### src/rtl/axi4l_pkg.sv
// rtl/axi4l_pkg.sv - shared AXI4-Lite response codes and read-channel FSM states
package axi4l_pkg;

   localparam logic [1:0] RESP_OKAY   = 2'b00;
   localparam logic [1:0] RESP_SLVERR = 2'b10;

   typedef enum logic [1:0] {
      IDLE,
      REQ,
      WAIT,
      RESP
   } rd_state_t;

endpackage

### src/rtl/s_axi4l_rd_channel.sv
// rtl/s_axi4l_rd_channel.sv - AXI4-Lite slave read channel in front of the shared register file
module s_axi4l_rd_channel
   import axi4l_pkg::*;
#(
   parameter int ADDR_WIDTH = 32,
   parameter int DATA_WIDTH = 32,
   parameter int NUM_REGS   = 16
) (
   input  logic                  i_axi_clock,
   input  logic                  i_axi_aresetn,
   input  logic [ADDR_WIDTH-1:0] i_axi_araddr,
   input  logic [2:0]            i_axi_arprot,
   input  logic                  i_axi_araddr_valid,
   output logic                  o_axi_araddr_ready,
   output logic [DATA_WIDTH-1:0] o_axi_rdata,
   output logic [1:0]            o_axi_rresp,
   output logic                  o_axi_rdata_valid,
   input  logic                  i_axi_rdata_ready,
   output logic [ADDR_WIDTH-1:0] o_raddr,
   output logic                  o_rreq,
   input  logic [DATA_WIDTH-1:0] i_rdata,
   input  logic                  i_rdata_valid
);

   localparam logic [ADDR_WIDTH-1:0] NUM_REGS_W = ADDR_WIDTH'(NUM_REGS);

   rd_state_t             state_q, state_d;
   logic                  arready_q, arready_d;
   logic                  rvalid_q, rvalid_d;
   logic                  rreq_q, rreq_d;
   logic [DATA_WIDTH-1:0] rdata_q, rdata_d;
   logic [1:0]            rresp_q, rresp_d;
   logic [ADDR_WIDTH-1:0] raddr_q, raddr_d;
   logic [2:0]            arprot_q, arprot_d;

   logic ar_hs;
   logic in_range;
   logic rd_capture;
   logic unused_arprot;

   // Full upper field is compared so high address bits never alias onto a register.
   assign in_range   = {2'b00, i_axi_araddr[ADDR_WIDTH-1:2]} < NUM_REGS_W;
   assign ar_hs      = (state_q == IDLE) && i_axi_araddr_valid && arready_q;
   assign rd_capture = ((state_q == REQ) || (state_q == WAIT)) && i_rdata_valid;

   assign unused_arprot = ^arprot_q;

   always_ff @(posedge i_axi_clock or negedge i_axi_aresetn) begin
      if (!i_axi_aresetn) begin
         state_q <= IDLE;
      end else begin
         state_q <= state_d;
      end
   end

   always_comb begin
      state_d = state_q;
      case (state_q)
         IDLE: begin
            if (ar_hs) begin
               state_d = in_range ? REQ : RESP;
            end
         end
         REQ: begin
            state_d = i_rdata_valid ? RESP : WAIT;
         end
         WAIT: begin
            if (i_rdata_valid) begin
               state_d = RESP;
            end
         end
         RESP: begin
            if (rvalid_q && i_axi_rdata_ready) begin
               state_d = IDLE;
            end
         end
         default: state_d = IDLE;
      endcase
   end

   // Handshake outputs follow the next state so every output comes straight from a flop.
   always_comb begin
      raddr_d   = raddr_q;
      arprot_d  = arprot_q;
      rdata_d   = rdata_q;
      rresp_d   = rresp_q;
      arready_d = (state_d == IDLE);
      rreq_d    = (state_d == REQ);
      rvalid_d  = (state_d == RESP);

      if (ar_hs) begin
         raddr_d  = i_axi_araddr;
         arprot_d = i_axi_arprot;
         if (!in_range) begin
            rdata_d = '0;
            rresp_d = RESP_SLVERR;
         end
      end

      if (rd_capture) begin
         rdata_d = i_rdata;
         rresp_d = RESP_OKAY;
      end
   end

   always_ff @(posedge i_axi_clock or negedge i_axi_aresetn) begin
      if (!i_axi_aresetn) begin
         arready_q <= 1'b0;
         rvalid_q  <= 1'b0;
         rreq_q    <= 1'b0;
         rdata_q   <= '0;
         rresp_q   <= RESP_OKAY;
         raddr_q   <= '0;
         arprot_q  <= '0;
      end else begin
         arready_q <= arready_d;
         rvalid_q  <= rvalid_d;
         rreq_q    <= rreq_d;
         rdata_q   <= rdata_d;
         rresp_q   <= rresp_d;
         raddr_q   <= raddr_d;
         arprot_q  <= arprot_d;
      end
   end

   assign o_axi_araddr_ready = arready_q;
   assign o_axi_rdata_valid  = rvalid_q;
   assign o_axi_rdata        = rdata_q;
   assign o_axi_rresp        = rresp_q;
   assign o_raddr            = raddr_q;
   assign o_rreq             = rreq_q;

endmodule

### config.mk
export PLATFORM = sky130hd
export DESIGN_NAME = s_axi4l_rd_channel
export DESIGN_NICKNAME = d
export VERILOG_FILES = /design/src/rtl/axi4l_pkg.sv /design/src/rtl/s_axi4l_rd_channel.sv
export SDC_FILE = /design/constraint.sdc
export NUM_CORES = 1
export LEC_CHECK = 0
export BUFFER_PORTS_ARGS = -buffer_cell sky130_fd_sc_hd__buf_2
export CAP_MARGIN = 20
export CORE_MARGIN = 2
export CORE_UTILIZATION = 49
export CTS_BUF_LIST = sky130_fd_sc_hd__clkbuf_4 sky130_fd_sc_hd__clkbuf_8 sky130_fd_sc_hd__clkbuf_16
export CTS_CLUSTER_SIZE = 10
export DETAILED_ROUTE_END_ITERATION = 16
export PLACE_DENSITY = 0.85
export SLEW_MARGIN = 30
export SYNTH_ARGS = -nofsm -noshare
export SYNTH_HDL_FRONTEND = slang
export SYNTH_SLANG_ARGS = --single-unit
### constraint.sdc
create_clock -name i_axi_clock -period 3 [get_ports i_axi_clock]
set_input_delay 0.15 -clock i_axi_clock [delete_from_list [all_inputs] [get_ports i_axi_clock]]
set_output_delay 0.15 -clock i_axi_clock [all_outputs]
set_load 0.03 [all_outputs]
; ---- After elaboration in Yosys (flattened, before gate mapping)
; Cells that the tools add are included.
[word_totals]
register_bits = 71
input_bits = 72
out_inout_bits = 69
wordCells = 35
[classes]
n_lt_le_gt_ge = 1
eq_ne = 6
muxes = 12
reduce_logical = 9
[op_table]
columns = operator, count
row1 = 2-to-1 mux 32 bit, 3
row2 = less-than comparator 30 x 5 -> 1 bit (second input constant), 1
row3 = 2-to-1 mux 2 bit, 7
row4 = case mux 2 bit (4 select lines), 1
row5 = == test 2 bit (second input constant), 3
row6 = == test 2 x 1 -> 1 bit (second input constant), 2
row7 = logical AND 1 bit, 4
row8 = logical NOT 2 bit, 2
row9 = inequality test 2 x 1 -> 1 bit (second input constant), 1
row10 = AND reduction 2 bit, 1
row11 = nonzero test 2 bit, 1
row12 = logical OR 1 bit, 1
row13 = 2-to-1 mux 1 bit, 1

; ---- Longest topological paths before layout
; Gate-level depths: netlist of run 1.
[logic_depth]
depth_word = 6
depth_mapped = 7

; ---- Worst setup path before layout of run 1
; No wires, ideal clock.
[synth_timing]
path_kind = flip-flop to flip-flop
from = register state_q[1]
to = register rdata_q[10] (netlist: o_axi_rdata[10])
setup_ns = 0.122
arrival_time_ns = 1.400
setup_slack_ns = 1.478
path_stages_with_launch = 7
n_path_buf = 1
path_cell_list = dfrtp_1 > inv_1 > ha_1 > nand3_1 > a21oi_2 > buf_4 > o21ai_1
[synth_via]
elab_chain_cells = 5
word_cells_on_any_way = 11
classes_between = eq/ne (3) / mux (1) / reduce/logical (7)
[synth_rtl]
columns = element, line
row1 = start: declaration, s_axi4l_rd_channel.sv:27  ; rd_state_t state_q, state_d;
row2 = start signal: assignment, s_axi4l_rd_channel.sv:52  ; state_q <= state_d;
row3 = == test 2 x 1 -> 1 bit (tied with other cells), s_axi4l_rd_channel.sv:44  ; assign rd_capture = ((state_q == REQ) || (state_q == WAIT)) && i_rdata_valid;
row4 = logical OR 1 bit / logical AND 1 bit (equally long branches), "s_axi4l_rd_channel.sv:44, s_axi4l_rd_channel.sv:43"
row5 = logical AND 1 bit (on tied branches), "s_axi4l_rd_channel.sv:44, s_axi4l_rd_channel.sv:43"
row6 = inequality test 2 x 1 -> 1 bit (no source line) / nonzero test 2 bit (equally long branches), -
row7 = AND reduction 2 bit (no source line), -
row8 = end signal: assignment, s_axi4l_rd_channel.sv:119  ; rdata_q <= rdata_d;
row9 = end: declaration, s_axi4l_rd_channel.sv:31  ; logic [DATA_WIDTH-1:0] rdata_q, rdata_d;
; Several ways; a longest one is shown, not always the timed one.
; A chain may end at the register's enable or synchronous reset.

; ---- Final worst setup path of run 1
[layout_timing]
from = register state_q[1]
to = register rdata_q[2] (netlist: o_axi_rdata[2])
; The elaborated chain is that of the path after synthesis.

==> tab_implementation.tex, run 1 <==
\begin{tabular}{lr}
\hline
Metric & Value \\
\hline
\multicolumn{2}{l}{\textbf{Placement}} \\
Hpwl dp & 4850 um \\
Final RePlAce weighted congestion & 0.893 \\
Buffers added on ports & 136 \\
\multicolumn{2}{l}{\textbf{Synth}} \\
Primary flip-flop cell chosen by synthesis mapping & dfrtp\_1 \\
Yosys warning total & 0 \\
Post-Syn Instances & 315 \\
Total nets after synthesis & 391 \\
Number of different library cells in the post-synthesis netlist & 26 \\
Total of flip-flops plus latches after synthesis & 70 \\
Async set-reset flop share out of synthesis & 100\% \\
Post-synth EDFFs & 0 \\
Part of the Yosys area used for sequential elements & 61.6\% \\
Post-Syn Area per Cell & 9.02 um\^{}2 \\
Total standard cell area after synthesis & 2840 um\^{}2 \\
\multicolumn{2}{l}{\textbf{Clock tree}} \\
Clock transition at the registers of the reported paths & 70 ps \\
Count of hold-fix buffers inserted at cts & 0 \\
TritonCTS Buffers & 9 \\
Htree depth & 3 \\
Maximum clock insertion buffer count & 2 \\
Clock sink count & 70 \\
TritonCTS clock tree & built \\
Post-CTS setup-driven buffer insertion count & 0 \\
Cell chosen for the clock root & clkbuf\_8 \\
CTS resizes & 0 \\
Clock latency on the worst-skew pair & 310 ps \\
\multicolumn{2}{l}{\textbf{Drt}} \\
Detailed-route wire length per cell & 12.6 um \\
Met2 WL & 3390 um \\
DR vias/cell & 4.80 \\
Sum of routed wire length over all layers & 6640 um \\
Uppermost layer routed & met4 \\
Routed wire length on met3 & 349 um \\
Detailed-route via count & 2,532 \\
Antenna violation net count after detailed routing & 0 \\
Remaining design rule violation count & 0 \\
Detailed-route wire length on metal 1 & 2770 um \\
Initial drt markers & 192 \\
Number of iterations in the first detailed-routing pass & 4 \\
\multicolumn{2}{l}{\textbf{Timing}} \\
Pins over their slew limit & 0 \\
Relative slew margins & 42.7\% \\
Worst-margin pin slew & 860 ps \\
Total negative setup slack & 0 ps \\
Maximum achievable frequency & 0.493 GHz \\
Final number of setup-violating endpoints & 0 \\
Setup repair after global routing missed its margin & false \\
Fin crit period & 2030 ps \\
Final Skew & 9.67 ps \\
Hold violation count in the final report & 0 \\
Final period utilization & 67.6\% \\
\multicolumn{2}{l}{\textbf{Global routing}} \\
Number of antenna violations at the first check in global routing & 0 \\
Global-route wire length before repair & 11,100 um \\
Grt ovf & 0 \\
Vias in the first global route & 2,558 \\
Maximum number of pins on one net before global-route repair & 71 \\
Global-route total usage across every layer & 22.1\% \\
\multicolumn{2}{l}{\textbf{Power}} \\
Combinational share of power & 49.0\% \\
Total power density per cell area & 1240 nW/um\^{}2 \\
Proportion of power drawn by flip-flops and latches & 34.9\% \\
Total net switching power & 2.18 mW \\
Max IR drop VDD & 692 uV \\
Cell-internal power & 2.50 mW \\
Clock network fraction of total power & 16.1\% \\
Leakage power & 2.14 nW \\
Switching power as a share of total power & 46.6\% \\
\multicolumn{2}{l}{\textbf{Finish}} \\
Number of nets in the finished design & 526 \\
ANT cells & 0 \\
Total area of sequential cells & 1750 um\^{}2 \\
Total of fill cells in the finished design & 483 \\
Layout-stage area growth over the synthesis result & 32.7\% \\
Most common cell after layout, fill and taps aside & nand2\_1 \\
Area of combinational cells with multiple inputs & 985 um\^{}2 \\
Share of final-layout standard cells stronger than drive strength 1 & 34.9\% \\
Final core utilization & 68.1\% \\
Commonest cells after routing, fill and taps aside & 161 x nand2\_1, 136 x buf\_2, 70 x dfrtp\_1 \\
\multicolumn{2}{l}{\textbf{Worst setup path}} \\
Required time of the critical path & 3180 ps \\
Crit path DAT & 2200 ps \\
Kind of critical path & reg -> reg \\
Crit start category & flip-flop \\
Worst Reg2Reg Path Length in Cells & 7 \\
CP Capture Type & flip-flop \\
Worst-path fanout max & 33 \\
\multicolumn{2}{l}{\textbf{Floorplanning}} \\
I/O Pins & 141 \\
Initial core utilization & 51.3\% \\
Height of the die & 80.2 um \\
Area of the core region & 5540 um\^{}2 \\
Width of the chip & 80.2 um \\
Row Count & 27 \\
Die area & 6420 um\^{}2 \\
\multicolumn{2}{l}{\textbf{Min path}} \\
Classification of the worst-slack hold path & in -> async \\
\multicolumn{2}{l}{\textbf{Outcome}} \\
Outcome & finished clean \\
\multicolumn{2}{l}{\textbf{Flow run}} \\
Max cap viols & 0 \\
\hline
\end{tabular}
==> synth_stat cells (2+ instances only) <==
library cell	number	area [um^2]
and2_1	2	12.5
a21boi_0	2	15.0
nand2_1	161	604
dfrtp_1	70	1750
o21ai_0	3	15.0
clkbuf_1	11	41.3
ha_1	4	50.1
and3_1	2	12.5
buf_4	3	22.5
nor2_1	2	7.51
nor4_1	6	37.5
nand3_1	2	10.0
buf_2	3	15.0
o21ai_1	29	145
inv_1	4	15.0
==> power by group through the flow <==
stage / clock network, mW / logic, mW / registers [mW]
after floorplan: 0 / 0.720 / 2.53
after global routing: 0.817 / 2.51 / 1.70
after detailed placement: 0 / 2.31 / 1.65
final: 0.754 / 2.29 / 1.64
after CTS: 0.778 / 2.31 / 1.64
after global placement: 0 / 2.25 / 1.63
==> layout make-up <==
class / count / area share, %
sequential: 70 / 46.4
tap: 72 / 2.39
multi-input combinational: 223 / 26.1
clock inverter: 4 / 1.19
inverter: 4 / 0.398
clock buffer: 12 / 4.21
timing repair buffer: 142 / 19.2
==> logic make-up (layout without fill, tap and decap cells) <==
kind of cell    count (synthesis)  in the layout  share of synthesized area (%)
compound gates                 41             41                           8.06
flops                          70             70                           61.6
simple gates                  177            177                           24.7
fa+ha+maj                       4              4                           1.76
buf+inv                        22            162                           3.70
other cells                     1              1                          0.132
==> path summary, 6_finish.rpt <==
| check | from | endpoint | slack (ps) |
|---|---|---|---|
| setup / recovery | state_q[1] | o_axi_rdata[2] | 970 |
| hold / removal | i_axi_aresetn | o_raddr[14] | 20 |
| setup reg to reg | state_q[1] | o_axi_rdata[2] | 970 |
| hold reg to reg | o_raddr[30] | o_raddr[30] | 470 |
| max in group asynchronous | i_axi_aresetn | o_raddr[31] | 2410 |
| min in group i_axi_clock | i_axi_araddr[0] | o_raddr[0] | 30 |
==> metal layers <==
| metal | global-route usage (%) | up-vias |
|---|---|---|
| met3 | 4.61 | 9 |
| met2 | 38.7 | 77 |
| met4 | 9.66 | 0 |
| li1 | - | 1268 |
| met1 | 26.2 | 1178 |
| met5 | 0 | - |
==> sequential cells by signal (all words and copies together), names as in the netlist <==
register and cells:
o_axi_araddr_ready 1, o_axi_rdata 32, o_axi_rdata_valid 1, o_axi_rresp 1, o_raddr 32, o_rreq 1
state_q 2
==> worst max-delay path, cell delays in order, from the launching register on <==
cell and delay [ps]:
dfrtp_1 410, inv_1 110, ha_1 250, nand3_1 140
buf_4 270, a21oi_2 200, buf_4 330, o21ai_0 150
==> metrics by stage <==
| stage | hold WS [ps] | power [mW] | setup WS (ps) | instances | cell area [um^2] |
|---|---|---|---|---|---|
| 6_report | 16.7 | 4.68 | 971 | 527 | 3770 |
| 3_3_place_gp | 342 | 3.88 | 1090 | 511 | 3570 |
| 2_1_floorplan | -146 | 3.25 | 1480 | 315 | 2840 |
| 3_5_place_dp | 349 | 3.96 | 993 | 511 | 3570 |
| 5_1_grt | 12.3 | 5.03 | 802 | 527 | 3770 |
| 4_1_cts | 9.60 | 4.73 | 980 | 527 | 3770 |
Power figures use the tool's default switching activity.
==> inputs of run 2 (changes only) <==
Settings changed: CORE_UTILIZATION 49 to 41, PLACE_DENSITY 0.85 to 0.76.
Clock period 3 ns to 1.7 ns, I/O delays scaled along.
==> tab_implementation.tex, run 2 (synthesis results as in run 1) <==
\begin{tabular}{lr}
\hline
Metric & Value \\
\hline
\multicolumn{2}{l}{\textbf{Outcome}} \\
Outcome & finished clean (unchanged) \\
\multicolumn{2}{l}{\textbf{Floorplanning}} \\
Die area & 7610 um\^{}2 (was 6420 um\^{}2) \\
Area of the core region & 6760 um\^{}2 (was 5540 um\^{}2) \\
Width of the chip & 87.3 um (was 80.2 um) \\
Row Count & 30 (was 27) \\
Height of the die & 87.3 um (was 80.2 um) \\
I/O Pins & 141 (unchanged) \\
Initial core utilization & 42.1\% (was 51.3\%) \\
\multicolumn{2}{l}{\textbf{Drt}} \\
Initial drt markers & 118 (was 192) \\
DR vias/cell & 4.73 (was 4.80) \\
Remaining design rule violation count & 0 (unchanged) \\
Sum of routed wire length over all layers & 8120 um (was 6640 um) \\
Detailed-route via count & 2,830 (was 2,532) \\
Detailed-route wire length per cell & 13.6 um (was 12.6 um) \\
Antenna violation net count after detailed routing & 0 (unchanged) \\
Number of iterations in the first detailed-routing pass & 4 (unchanged) \\
\multicolumn{2}{l}{\textbf{Power}} \\
Overall power of the completed layout & 8.41 mW (was 4.68 mW) \\
Total power density per cell area & 1890 nW/um\^{}2 (was 1240 nW/um\^{}2) \\
Leakage power & 2.40 nW (was 2.14 nW) \\
Max IR drop VDD & 907 uV (was 692 uV) \\
\multicolumn{2}{l}{\textbf{Worst setup path}} \\
Crit start category & input port (was flip-flop) \\
Worst-path fanout max & 33 (unchanged) \\
CP Capture Type & flip-flop (unchanged) \\
Required time of the critical path & 1910 ps (was 3180 ps) \\
Kind of critical path & in -> reg (was reg -> reg) \\
Crit path DAT & 1810 ps (was 2200 ps) \\
\multicolumn{2}{l}{\textbf{Placement}} \\
Final RePlAce weighted congestion & 0.832 (was 0.893) \\
Hpwl dp & 4900 um (was 4850 um) \\
Buffers added on ports & 136 (unchanged) \\
\multicolumn{2}{l}{\textbf{Timing}} \\
Final number of setup-violating endpoints & 0 (unchanged) \\
Maximum achievable frequency & 0.626 GHz \\
WHS & 4.00 ps (was 16.7 ps) \\
Pins over their slew limit & 0 (unchanged) \\
Hold violation count in the final report & 0 (unchanged) \\
Total negative setup slack & 0 ps (unchanged) \\
Final period utilization & 94.0\% \\
Setup repair after global routing missed its margin & false (unchanged) \\
Final Skew & 6.04 ps (was 9.67 ps) \\
Fin crit period & 1600 ps \\
\multicolumn{2}{l}{\textbf{Finish}} \\
Number of nets in the finished design & 589 (was 526) \\
Final core utilization & 65.8\% (was 68.1\%) \\
Most common cell after layout, fill and taps aside & nand2\_1 (unchanged) \\
Layout-stage area growth over the synthesis result & 56.5\% (was 32.7\%) \\
ANT cells & 0 (unchanged) \\
Share of final-layout standard cells stronger than drive strength 1 & 31.5\% (was 34.9\%) \\
Commonest cells after routing, fill and taps aside & 161 x nand2\_1, 136 x buf\_2, 69 x dfrtp\_1 (was 161 x nand2\_1, 136 x buf\_2, 70 x dfrtp\_1) \\
\multicolumn{2}{l}{\textbf{Min path}} \\
Classification of the worst-slack hold path & in -> reg (was in -> async) \\
\multicolumn{2}{l}{\textbf{Clock tree}} \\
Clock sink count & 70 (unchanged) \\
Clock transition at the registers of the reported paths & 70 ps (about the same) \\
Htree depth & 3 (unchanged) \\
Cell chosen for the clock root & clkbuf\_8 (unchanged) \\
Maximum clock insertion buffer count & 2 (unchanged) \\
TritonCTS Buffers & 9 (unchanged) \\
Clock latency on the worst-skew pair & 330 ps (was 310 ps) \\
TritonCTS clock tree & built (unchanged) \\
\multicolumn{2}{l}{\textbf{Global routing}} \\
Maximum number of pins on one net before global-route repair & 71 (unchanged) \\
Grt ovf & 0 (unchanged) \\
Vias in the first global route & 2,881 (was 2,558) \\
Global-route total usage across every layer & 21.9\% (was 22.1\%) \\
Number of antenna violations at the first check in global routing & 0 (unchanged) \\
Global-route wire length before repair & 13,100 um (was 11,100 um) \\
\multicolumn{2}{l}{\textbf{Flow run}} \\
Max cap viols & 0 (unchanged) \\
\hline
\end{tabular}
## run 2: layout make-up
class	count	area (um^2)
inverters	4	15.0
clock buffers	12	153
multi-input cells	223	998
well taps	80	100
repair buffers	205	1410
fillers	538	2310
flip-flops and latches	70	1750
clock inverters	4	22.5
## run 2: repair_timing
item,CTS,global route
buffers inserted,0,0
hold buffers,63,0
gates resized for setup,0,6
endpoints found under the hold margin,132,0
setup endpoints to repair,0,47
## run 2: worst max-delay path, cell delays in order
cell           delay (ps)
dlygate4sd3_1         540
buf_2                 130
nor4_1                340
and3_1                280
a21oi_2                90
buf_12                160
o21a_1                170
## run 2: final timing paths
| check | startpoint | end | slack, ps | cells past startpoint |
|---|---|---|---|---|
| max in group asynchronous | i_axi_aresetn | state_q[0] | 1050 | 3 |
| min reg2reg | o_raddr[23] | o_raddr[23] | 470 | 2 |
| min | i_rdata[7] | o_axi_rdata[7] | 4 | 3 |
| min in group asynchronous | i_axi_aresetn | o_axi_rdata[17] | 330 | 3 |
| max | i_axi_araddr[16] | o_axi_rresp[1] | 100 | 7 |
| max reg2reg | state_q[0] | o_axi_rdata_valid | 130 | 5 |
## run 2: per-layer routing
| metal | global-route usage (%) | routed length, um | up-vias |
|---|---|---|---|
| li1 | - | - | 1398 |
| met1 | 25.8 | 3160 | 1307 |
| met2 | 38.2 | 4300 | 101 |
| met3 | 4.17 | 408 | 24 |
| met4 | 10.3 | 251 | 0 |
| met5 | 0 | 0 | - |
## run 2: per-stage QoR
stage	cells	cell area (um^2)	setup WS, ps
floorplan	315	2840	178
global placement	519	3630	159
detailed placement	519	3630	40.5
CTS	598	4430	44.4
global route	598	4450	12.8
finish	598	4450	103
## run 2: power breakdown
group	switching, mW	internal, mW	total [mW]
combinational	2.99	1.33	4.32
sequential	0.425	2.48	2.91
clock	0.582	0.595	1.18
==> inputs of run 3 (changes only) <==
Settings changed: ABC_AREA set to 1, CORE_UTILIZATION 41 to 42.
==> tab_implementation.tex, run 3 <==
\begin{tabular}{lr}
\hline
Metric & Value \\
\hline
\multicolumn{2}{l}{\textbf{Global routing}} \\
Global-route track usage on met2 & 33.8\% (was 38.2\%) \\
GRT met3 Usage & 7.00\% (was 4.17\%) \\
Number of antenna violations at the first check in global routing & 0 (unchanged) \\
Grt ovf & 0 (unchanged) \\
Global-route wire length before repair & 12,400 um (was 13,100 um) \\
Global-route total usage across every layer & 20.6\% (was 21.9\%) \\
Met1 Resource Use GR & 25.4\% (was 25.8\%) \\
Maximum number of pins on one net before global-route repair & 53 (was 71) \\
Vias in the first global route & 2,722 (was 2,881) \\
GRT busiest layer & met2 (unchanged) \\
\multicolumn{2}{l}{\textbf{Placement}} \\
Buffers added on ports & 136 (unchanged) \\
Hpwl dp & 4910 um (was 4900 um) \\
Final RePlAce weighted congestion & 0.750 (was 0.832) \\
\multicolumn{2}{l}{\textbf{Synth}} \\
Area contributors post-synth & dfrtp\_1 59\%, nand2\_1 17\%, nand3\_1 4.5\% (was dfrtp\_1 62\%, nand2\_1 21\%, o21ai\_1 5.1\%) \\
Cell with the most instances after synthesis & nand2\_1 (unchanged) \\
Commonest cells in the synthesized netlist & 139 x nand2\_1, 70 x dfrtp\_1, 28 x inv\_1, 27 x nand3\_1, 21 x o21ai\_0 (was 161 x nand2\_1, 70 x dfrtp\_1, 29 x o21ai\_1, 11 x clkbuf\_1, 6 x nor4\_1) \\
Total nets after synthesis & 410 (was 391) \\
Post-Syn Instances & 334 (was 315) \\
Cell taking the most area after synthesis & dfrtp\_1 (unchanged) \\
Post-synth EDFFs & 0 (unchanged) \\
Post-Syn Area per Cell & 8.93 um\^{}2 (was 9.02 um\^{}2) \\
Total standard cell area after synthesis & 2980 um\^{}2 (was 2840 um\^{}2) \\
Async set-reset flop share out of synthesis & 100\% (unchanged) \\
Number of different library cells in the post-synthesis netlist & 25 (was 26) \\
Primary flip-flop cell chosen by synthesis mapping & dfrtp\_1 (unchanged) \\
Part of the Yosys area used for sequential elements & 58.7\% (was 61.6\%) \\
Total of flip-flops plus latches after synthesis & 70 (unchanged) \\
Yosys warning total & 0 (unchanged) \\
Area share of the leading cell type in the synthesized netlist & 58.7\% (was 61.6\%) \\
\multicolumn{2}{l}{\textbf{Floorplanning}} \\
Row Count & 30 (unchanged) \\
Height of the die & 88.3 um (was 87.3 um) \\
Die area & 7790 um\^{}2 (was 7610 um\^{}2) \\
Initial core utilization & 43.6\% (was 42.1\%) \\
I/O Pins & 141 (unchanged) \\
Width of the chip & 88.3 um (was 87.3 um) \\
Area of the core region & 6830 um\^{}2 (was 6760 um\^{}2) \\
\multicolumn{2}{l}{\textbf{Drt}} \\
Initial drt markers & 102 (was 118) \\
DR vias/cell & 4.56 (was 4.73) \\
Sum of routed wire length over all layers & 7890 um (was 8120 um) \\
Antenna violation net count after detailed routing & 0 (unchanged) \\
Detailed-route wire length per cell & 12.8 um (was 13.6 um) \\
Remaining design rule violation count & 0 (unchanged) \\
Number of iterations in the first detailed-routing pass & 7 (was 4) \\
Detailed-route via count & 2,817 (was 2,830) \\
\multicolumn{2}{l}{\textbf{Worst setup path}} \\
Buffer and inverter count on the worst path & 2 (was 3) \\
Worst path top cell family by delay & flip-flops (was buffers and inverters) \\
Crit start category & flip-flop (was input port) \\
CP Capture Type & flip-flop (unchanged) \\
Crit path DAT & 1730 ps (was 1810 ps) \\
Crit path cell chain & inv\_1 > ha\_1 > nor2\_1 > nor2\_1 > a211oi\_1 > nand2\_1 > inv\_1 > a21oi\_2 (was dlygate4sd3\_1 > buf\_2 > nor4\_1 > and3\_1 > a21oi\_2 > buf\_12 > o21a\_1) \\
Worst-path fanout max & 5 (was 33) \\
Startpoint of the lowest-slack register-to-register path & state\_q[0] (unchanged) \\
Kind of critical path & reg -> reg (was in -> reg) \\
Required time of the critical path & 1900 ps (was 1910 ps) \\
End of the worst register-to-register path & o\_rreq (was o\_axi\_rdata\_valid) \\
Register-to-Register Setup Slack & 170 ps (was 130 ps) \\
Slowest Stage Delay on Critical Path & 420 ps (was 540 ps) \\
Worst Reg2Reg Path Length in Cells & 8 (was 5) \\
Worst path slowest cell & dfrtp\_1 (was dlygate4sd3\_1) \\
\multicolumn{2}{l}{\textbf{Finish}} \\
Number of nets in the finished design & 593 (was 589) \\
ANT cells & 0 (unchanged) \\
Commonest cells after routing, fill and taps aside & 139 x nand2\_1, 136 x buf\_2, 70 x dfrtp\_1 (was 161 x nand2\_1, 136 x buf\_2, 69 x dfrtp\_1) \\
Layout-stage area growth over the synthesis result & 48.7\% (was 56.5\%) \\
Most common cell after layout, fill and taps aside & nand2\_1 (unchanged) \\
Share of final-layout standard cells stronger than drive strength 1 & 33.3\% (was 31.5\%) \\
Total of fill cells in the finished design & 540 (was 538) \\
\multicolumn{2}{l}{\textbf{Clock tree}} \\
Maximum clock insertion buffer count & 2 (unchanged) \\
Htree depth & 3 (unchanged) \\
TritonCTS Buffers & 9 (unchanged) \\
Cell chosen for the clock root & clkbuf\_8 (unchanged) \\
Post-CTS setup-driven buffer insertion count & 0 (unchanged) \\
Clock latency on the worst-skew pair & 330 ps (about the same) \\
Clock sink count & 70 (unchanged) \\
TritonCTS clock tree & built (unchanged) \\
Clock transition at the registers of the reported paths & 70 ps (about the same) \\
\multicolumn{2}{l}{\textbf{Power}} \\
Switching power as a share of total power & 46.3\% (was 47.6\%) \\
Leakage power & 2.52 nW (was 2.40 nW) \\
Clock network fraction of total power & 17.2\% (was 14.0\%) \\
Max IR drop VDD & 1230 uV (was 907 uV) \\
Overall power of the completed layout & 8.56 mW (was 8.41 mW) \\
Combinational share of power & 49.3\% (was 51.4\%) \\
Total power density per cell area & 1930 nW/um\^{}2 (was 1890 nW/um\^{}2) \\
Total net switching power & 3.97 mW (was 4.00 mW) \\
Cell-internal power & 4.59 mW (was 4.41 mW) \\
Proportion of power drawn by flip-flops and latches & 33.5\% (was 34.6\%) \\
\multicolumn{2}{l}{\textbf{Timing}} \\
Hold violation count in the final report & 0 (unchanged) \\
Pins over their slew limit & 0 (unchanged) \\
Final number of setup-violating endpoints & 0 (unchanged) \\
Total negative setup slack & 0 ps (unchanged) \\
Final period utilization & 90.0\% (was 94.0\%) \\
Final Skew & 6.22 ps (was 6.04 ps) \\
Setup repair after global routing missed its margin & false (unchanged) \\
Maximum achievable frequency & 0.654 GHz (was 0.626 GHz) \\
Fin crit period & 1530 ps (was 1600 ps) \\
\multicolumn{2}{l}{\textbf{Outcome}} \\
Outcome & finished clean (unchanged) \\
\multicolumn{2}{l}{\textbf{Flow run}} \\
Max cap viols & 0 (unchanged) \\
\multicolumn{2}{l}{\textbf{Min path}} \\
Worst hold endpoint & o\_raddr[13] (was o\_axi\_rdata[7]) \\
Count of cells along the worst hold path & 3 (unchanged) \\
Classification of the worst-slack hold path & in -> reg (unchanged) \\
Launch instance of the worst min-delay path & i\_axi\_araddr[13] (was i\_rdata[7]) \\
\hline
\end{tabular}
-- run 3: cell count changes after synthesis, sizes merged, moves of 2 or more --
cell,delta
nand3,+32
inv,+25
nand2,-20
o21ai,-11
nor2,+10
nor4,-6
clkbuf,-3
a21boi,-2
and2,-2
and3,-2
-- run 3: cell families after synthesis --
| logic type | synth area share (%) |
|---|---|
| fa+ha+maj | 1.68 |
| compound gates | 4.78 |
| flops | 58.7 |
| simple gates | 27.1 |
| other cells | 0.126 |
| buf+inv | 7.55 |
-- run 3: cell type report --
| class | instances | area, um^2 | area share, % |
|---|---|---|---|
| clock buffers | 10 | 138 | 3.10 |
| clock inverters | 6 | 85.1 | 1.92 |
| inverters | 29 | 111 | 2.51 |
| multi-input cells | 219 | 1010 | 22.7 |
| flip-flops and latches | 70 | 1750 | 39.5 |
| well taps | 96 | 120 | 2.71 |
| repair buffers | 188 | 1220 | 27.5 |
-- run 3: power by group through the flow --
| stage | registers (mW) | clock network [mW] | logic [mW] |
|---|---|---|---|
| final | 2.87 | 1.47 | 4.22 |
| after global routing | 2.95 | 1.59 | 4.59 |
| after detailed placement | 2.86 | 0 | 4.14 |
| after floorplan | 4.33 | 0 | 1.38 |
| after CTS | 2.84 | 1.51 | 4.21 |
| after global placement | 2.84 | 0 | 4.03 |
-- run 3: how the worst max path moves through the flow --
stage               start                 to  slack (ps)  depth (start not counted)
2_1_floorplan  state_q[0]     o_axi_rdata[0]         270                          7
3_3_place_gp   state_q[1]    o_axi_rdata[15]         200                          8
3_5_place_dp   state_q[0]  o_axi_rdata_valid         150                          8
4_1_cts        state_q[0]        o_raddr[11]         120                          6
5_1_grt        state_q[1]             o_rreq          30                          9
6_report       state_q[0]             o_rreq         170                          8
-- run 3: repair_timing --
action / CTS / global route
hold buffers: 45 / 0
endpoints found under the setup margin: 0 / 4
gates resized for setup: 0 / 1
hold endpoints to repair: 114 / 0
-- run 3: worst reg2reg max path: stages, from the launching register on --
cell and delay (ps):
dfrtp_1 420, inv_1 90, ha_1 220, nor2_1 130
nor2_1 70, a211oi_1 170, nand2_1 140, inv_1 120
a21oi_2 40
-- run 3: through the flow --
| stage | util [%] | instance area, um^2 | cells | setup slack, ps | hold WS [ps] |
|---|---|---|---|---|---|
| 6_report | 64.9 | 4430 | 618 | 171 | 22.7 |
| 5_1_grt | 64.9 | 4430 | 618 | 25.8 | 7.72 |
| 4_1_cts | 64.9 | 4430 | 618 | 115 | 3.96 |
| 3_5_place_dp | 55.0 | 3760 | 557 | 152 | 163 |
| 3_3_place_gp | 55.0 | 3760 | 557 | 204 | 150 |
| 2_1_floorplan | - | 2980 | 334 | 272 | -211 |
-- run 3: metal layers --
metal	up-vias	share of wire, %
met5	-	0
met4	0	0.96
met3	8	9.2
met2	127	48
met1	1285	42
li1	1397	-
